## config.mk

```make
export PLATFORM = sky130hd
export DESIGN_NAME = colour_classifier
export DESIGN_NICKNAME = d
export VERILOG_FILES = /design/src/rtl/colour_classifier.sv
export SDC_FILE = /design/constraint.sdc
export NUM_CORES = 1
export LEC_CHECK = 0
export CAP_MARGIN = 30
export CORE_MARGIN = 10
export CORE_UTILIZATION = 58
export CTS_BUF_LIST = sky130_fd_sc_hd__clkbuf_8
export CTS_CLUSTER_DIAMETER = 100
export CTS_CLUSTER_SIZE = 28
export DETAILED_ROUTE_END_ITERATION = 10
export PLACE_DENSITY = 0.88
export SLEW_MARGIN = 0
export SYNTH_ARGS = -nofsm -noshare
export SYNTH_HDL_FRONTEND = slang
export SYNTH_SLANG_ARGS = --single-unit
```

## constraint.sdc

```tcl
create_clock -name clk -period 2.3 [get_ports clk]
set_input_delay 0.345 -clock clk [delete_from_list [all_inputs] [get_ports clk]]
set_output_delay 0.345 -clock clk [all_outputs]
set_load 0.03 [all_outputs]
```

## src/rtl/colour_classifier.sv

```systemverilog
// colour_classifier: two-stage RGB box-threshold classifier with display masking.
// Optional per-class frame pixel counters are built when CC_FRAME_COUNT_EN is defined.
module colour_classifier #(
    parameter int PIX_W       = 4,
    parameter int NUM_CLASSES = 5,
    parameter int CNT_W       = 19,
    parameter int CLS_W       = $clog2(NUM_CLASSES)
) (
    input  logic                   clk,
    input  logic                   rst_n,
    input  logic                   in_valid,
    output logic                   in_ready,
    input  logic [PIX_W-1:0]       in_red,
    input  logic [PIX_W-1:0]       in_green,
    input  logic [PIX_W-1:0]       in_blue,
    input  logic                   in_sop,
    input  logic                   in_eop,
    input  logic                   cfg_we,
    input  logic [CLS_W-1:0]       cfg_addr,
    input  logic [6*PIX_W-1:0]     cfg_data,
    input  logic [NUM_CLASSES-1:0] disp_mask,
    output logic                   out_valid,
    input  logic                   out_ready,
    output logic [2*PIX_W-1:0]     out_red,
    output logic [2*PIX_W-1:0]     out_green,
    output logic [2*PIX_W-1:0]     out_blue,
    output logic [NUM_CLASSES-1:0] out_hit,
    output logic                   out_sop,
    output logic                   out_eop,
    output logic                   frame_done,
    input  logic [CLS_W-1:0]       cnt_sel,
    output logic [CNT_W-1:0]       cnt_data
);

    logic [PIX_W-1:0] rmin [NUM_CLASSES];
    logic [PIX_W-1:0] rmax [NUM_CLASSES];
    logic [PIX_W-1:0] gmin [NUM_CLASSES];
    logic [PIX_W-1:0] gmax [NUM_CLASSES];
    logic [PIX_W-1:0] bmin [NUM_CLASSES];
    logic [PIX_W-1:0] bmax [NUM_CLASSES];

    logic                   s1_valid;
    logic                   s1_sop;
    logic                   s1_eop;
    logic [PIX_W-1:0]       s1_red;
    logic [PIX_W-1:0]       s1_green;
    logic [PIX_W-1:0]       s1_blue;
    logic [NUM_CLASSES-1:0] s1_hit;
    logic [NUM_CLASSES-1:0] in_hit;
    logic                   show;

    assign in_ready = !out_valid || out_ready;

    // min=all-ones / max=0 out of reset: every class is empty until programmed
    always_ff @(posedge clk or negedge rst_n) begin
        if (!rst_n) begin
            for (int unsigned k = 0; k < NUM_CLASSES; k++) begin
                rmin[k] <= '1;
                rmax[k] <= '0;
                gmin[k] <= '1;
                gmax[k] <= '0;
                bmin[k] <= '1;
                bmax[k] <= '0;
            end
        end else if (cfg_we && (int'(cfg_addr) < NUM_CLASSES)) begin
            {rmin[cfg_addr], rmax[cfg_addr], gmin[cfg_addr],
             gmax[cfg_addr], bmin[cfg_addr], bmax[cfg_addr]} <= cfg_data;
        end
    end

    always_comb begin
        in_hit = '0;
        for (int unsigned k = 0; k < NUM_CLASSES; k++) begin
            in_hit[k] = (in_red   >= rmin[k]) && (in_red   <= rmax[k]) &&
                        (in_green >= gmin[k]) && (in_green <= gmax[k]) &&
                        (in_blue  >= bmin[k]) && (in_blue  <= bmax[k]);
        end
    end

    always_ff @(posedge clk or negedge rst_n) begin
        if (!rst_n) begin
            s1_valid <= 1'b0;
            s1_sop   <= 1'b0;
            s1_eop   <= 1'b0;
            s1_red   <= '0;
            s1_green <= '0;
            s1_blue  <= '0;
            s1_hit   <= '0;
        end else if (in_ready) begin
            s1_valid <= in_valid;
            s1_sop   <= in_valid && in_sop;
            s1_eop   <= in_valid && in_eop;
            s1_red   <= in_red;
            s1_green <= in_green;
            s1_blue  <= in_blue;
            s1_hit   <= in_valid ? in_hit : '0;
        end
    end

    assign show = s1_valid && ((s1_hit & disp_mask) != '0);

    always_ff @(posedge clk or negedge rst_n) begin
        if (!rst_n) begin
            out_valid <= 1'b0;
            out_sop   <= 1'b0;
            out_eop   <= 1'b0;
            out_hit   <= '0;
            out_red   <= '0;
            out_green <= '0;
            out_blue  <= '0;
        end else if (in_ready) begin
            out_valid <= s1_valid;
            out_sop   <= s1_sop;
            out_eop   <= s1_eop;
            out_hit   <= s1_hit;
            out_red   <= show ? {s1_red, s1_red}     : '0;
            out_green <= show ? {s1_green, s1_green} : '0;
            out_blue  <= show ? {s1_blue, s1_blue}   : '0;
        end
    end

`ifdef CC_FRAME_COUNT_EN
    logic [CNT_W-1:0] live_cnt [NUM_CLASSES];
    logic [CNT_W-1:0] snap_cnt [NUM_CLASSES];
    logic [CNT_W-1:0] live_nxt [NUM_CLASSES];
    logic             out_hs;

    assign out_hs = out_valid && out_ready;

    // sop restarts the count with this pixel's hit; otherwise saturating increment
    always_comb begin
        for (int unsigned k = 0; k < NUM_CLASSES; k++) begin
            live_nxt[k] = live_cnt[k];
            if (out_sop) begin
                live_nxt[k] = CNT_W'(out_hit[k]);
            end else if (out_hit[k] && (live_cnt[k] != '1)) begin
                live_nxt[k] = live_cnt[k] + CNT_W'(1);
            end
        end
    end

    always_ff @(posedge clk or negedge rst_n) begin
        if (!rst_n) begin
            frame_done <= 1'b0;
            for (int unsigned k = 0; k < NUM_CLASSES; k++) begin
                live_cnt[k] <= '0;
                snap_cnt[k] <= '0;
            end
        end else begin
            frame_done <= out_hs && out_eop;
            if (out_hs) begin
                for (int unsigned k = 0; k < NUM_CLASSES; k++) begin
                    if (out_eop) begin
                        snap_cnt[k] <= live_nxt[k];
                        live_cnt[k] <= '0;
                    end else begin
                        live_cnt[k] <= live_nxt[k];
                    end
                end
            end
        end
    end

    assign cnt_data = (int'(cnt_sel) < NUM_CLASSES) ? snap_cnt[cnt_sel] : '0;
`else
    logic unused_cnt_sel;

    assign unused_cnt_sel = ^cnt_sel;
    assign frame_done     = 1'b0;
    assign cnt_data       = '0;
`endif

endmodule

```

==> results.json <==
{
  "drt_iter0_drc": 459,
  "antenna_found_initial": 0,
  "startpoint": "out_valid$_DFFE_PN0P_",
  "grt.overflow.total": 0,
  "powerDensity_mw_per_mm2": 783,
  "setup_slack_ns": 0.117,
  "outcome": "finished, final reports clean",
  "grt_max_degree": 61,
  "cts_buffer_depth": 2,
  "final_common_cell": "nand2_1",
  "hold_slack_ns": 0.419,
  "cts_htree_levels": 4,
  "cts_resized": 0,
  "avgSynthCellArea_um2": 10.1,
  "yosysSeqAreaShare_pct": 45.8,
  "die_x_um": 144,
  "clk_pin_slew_ns": 0.08,
  "synth-edff-count": 0,
  "startpoint_type": "flip-flop",
  "period_share_pct": 94.9,
  "n_antenna_cell": 0,
  "num_rows": 45,
  "postSynthRegisterBits": 160,
  "end_kind": "output pin",
  "worstSetupEndpoint": "in_ready",
  "drc_errors": 0,
  "gp_congestion": 0.875,
  "clk_latency_ns": 0.47,
  "io_pins": 107,
  "vias": 6739,
  "reg2reg_from": "rmax[5]$_DFFE_PN0P_",
  "setup_viol": 0,
  "grt_pass1_wl_mm": 34.9,
  "yosys.area.top_type": "dfrtp_1",
  "slew_headroom_pct": 62.3,
  "yosysWarnings": 0,
  "clock-sinks": 160,
  "place_hpwl_mm": 15.5,
  "dp_cells": 1147,
  "die_h_um": 144,
  "cp.required_ns": 1.96,
  "fin_nets": 1153,
  "syn_inst": 879,
  "initial_core_util_pct": 58.8,
  "first_global_vias": 6984,
  "instances_no_fill": 1180,
  "finalMaxSlewViolations": 0,
  "layout-drive-gt1-share_pct": 17.3,
  "cts_tree": "done",
  "hold_path_class": "in -> async",
  "yosysTopAreaCellShare_pct": 28.1,
  "clockRootBuffer": "clkbuf_8",
  "grt_usage_pct": 21.8,
  "path_max_fanout": 9,
  "rr_endpoint": "s1_hit[3]$_DFFE_PN0P_",
  "wl_per_cell_um": 18.6,
  "first_pass_iters": 5,
  "coreArea_mm2": 0.0151,
  "crit_type": "reg -> out",
  "async_flop_share_pct": 100,
  "synth_cell_types": 49,
  "wirelength_mm": 22.0,
  "io_buffers": 83,
  "layout_common_cells": "137 x nand2_1, 120 x ha_1, 112 x inv_1",
  "pre_cts_slack_ns": -0.185,
  "max_cap_viol_count": 0,
  "vias_per_cell": 5.71,
  "numCtsBuffers": 17,
  "yosys-top-cells-area": "dfrtp_1 28%, dfstp_2 18%, ha_1 17%",
  "r2r_cells": 7,
  "leakagePower_nw": 4.93,
  "rrSetupSlack_ns": 0.26,
  "fmax_mhz": 458,
  "peakVddDrop_v": 0.000373,
  "finalCriticalPeriod_ns": 2.18,
  "die_area_mm2": 0.0207,
  "fin_worst_skew_ns": 0.0114,
  "hold_violations": 0,
  "arrival_ns": 1.84,
  "tightest_slew_ns": 0.565,
  "rsz0062_at_grt": "no",
  "areaGrowthSynthToFinish_pct": 18.7,
  "synth.cell_area_mm2": 0.00890,
  "synth-main-ff-cell": "dfrtp_1",
  "postRouteAntennaNets": 0
}
==> Yosys cell counts, types with 8 or more instances <==
| library cell | count |
|---|---|
| nor2_1 | 8 |
| dfstp_2 | 60 |
| buf_2 | 8 |
| o21ai_1 | 24 |
| ha_1 | 120 |
| inv_1 | 110 |
| a22o_1 | 14 |
| dfrtp_1 | 100 |
| mux2_1 | 11 |
| buf_4 | 32 |
| nand2b_1 | 12 |
| o21ai_0 | 78 |
| a21oi_1 | 30 |
| clkbuf_1 | 16 |
| nand2_1 | 137 |
| mux2_2 | 37 |
==> worst max-delay path, cell delays in order (launching register included) <==
cell	delay, ns
dfrtp_1	0.39
nor2b_4	0.13
clkinv_2	0.13
clkdlybuf4s50_1	0.71
==> final cells by class <==
cell class,instances,area [um2]
clock buffer,18,248
timing repair buffer,120,1220
inverter,111,418
clock inverter,14,214
multi-input combinational,569,4150
sequential,160,4080
fill,1041,4580
tap,188,235
==> metrics by stage <==
stage	TNS [ns]	util [%]	area, um2	power, mW
3_5_place_dp	-0.535	66.6	10100	5.85
6_report	0	69.8	10600	8.28
2_1_floorplan	0	-	8970	5.08
4_1_cts	0	69.8	10600	8.29
3_3_place_gp	-0.249	66.6	10100	5.67
5_1_grt	0	69.8	10600	8.74
==> worst min path at each step <==
stage / endpoint / slack (ns) / cells past startpoint
final: s1_eop$_DFFE_PN0P_ / 0.42 / 2
after detailed placement: out_sop$_DFFE_PN0P_ / 0.36 / 1
after CTS: out_sop$_DFFE_PN0P_ / 0.41 / 2
after global placement: out_sop$_DFFE_PN0P_ / 0.35 / 1
after global routing: s1_sop$_DFFE_PN0P_ / 0.44 / 2
after floorplan: bmax[0]$_DFFE_PN0P_ / 0.05 / 0
==> flip-flops by register name (all words and copies together) (netlist names), 4 cells and up <==
register and cells:
s1_green 4, bmin 20, s1_blue 4, s1_red 4, gmax 20, s1_hit 5, rmin 20, bmax 20
gmin 20, out_hit 5, out_green 4, out_blue 4, out_red 4, rmax 20
==> power by group <==
group | internal, mW | switching [mW] | total, mW
combinational | 0.957 | 1.24 | 2.20
sequential | 3.47 | 0.209 | 3.68
clock | 1.32 | 1.08 | 2.40
==> kinds of logic (layout without fill, tap and decap cells) <==
kind of cell	count (synthesis)	after routing	share of synthesized area (%)
AO/OA/AOI/OAI	191	191	12.9
multiplexers	48	48	6.07
AND/OR/NAND/NOR	190	190	9.57
flip-flops	160	160	45.8
other	1	20	0.0421
buffers and inverters	169	263	8.69
adder cells (fa/ha/maj)	120	120	16.9
==> timing repair <==
action                    in CTS  in global routing
hold buffers                   1                  0
hold endpoints to repair      31                  0
setup buffers                  0                  0
==> routing by layer <==
layer	track usage, %	up-vias	share of wire [%]	routed length [um]
met4	9.40	0	2.8	606
met1	25.6	3311	42	9150
met3	5.64	50	7.5	1640
met2	36.8	231	48	10600
met5	0	-	0	0
li1	-	3147	-	-
Power figures use the tool's default switching activity.
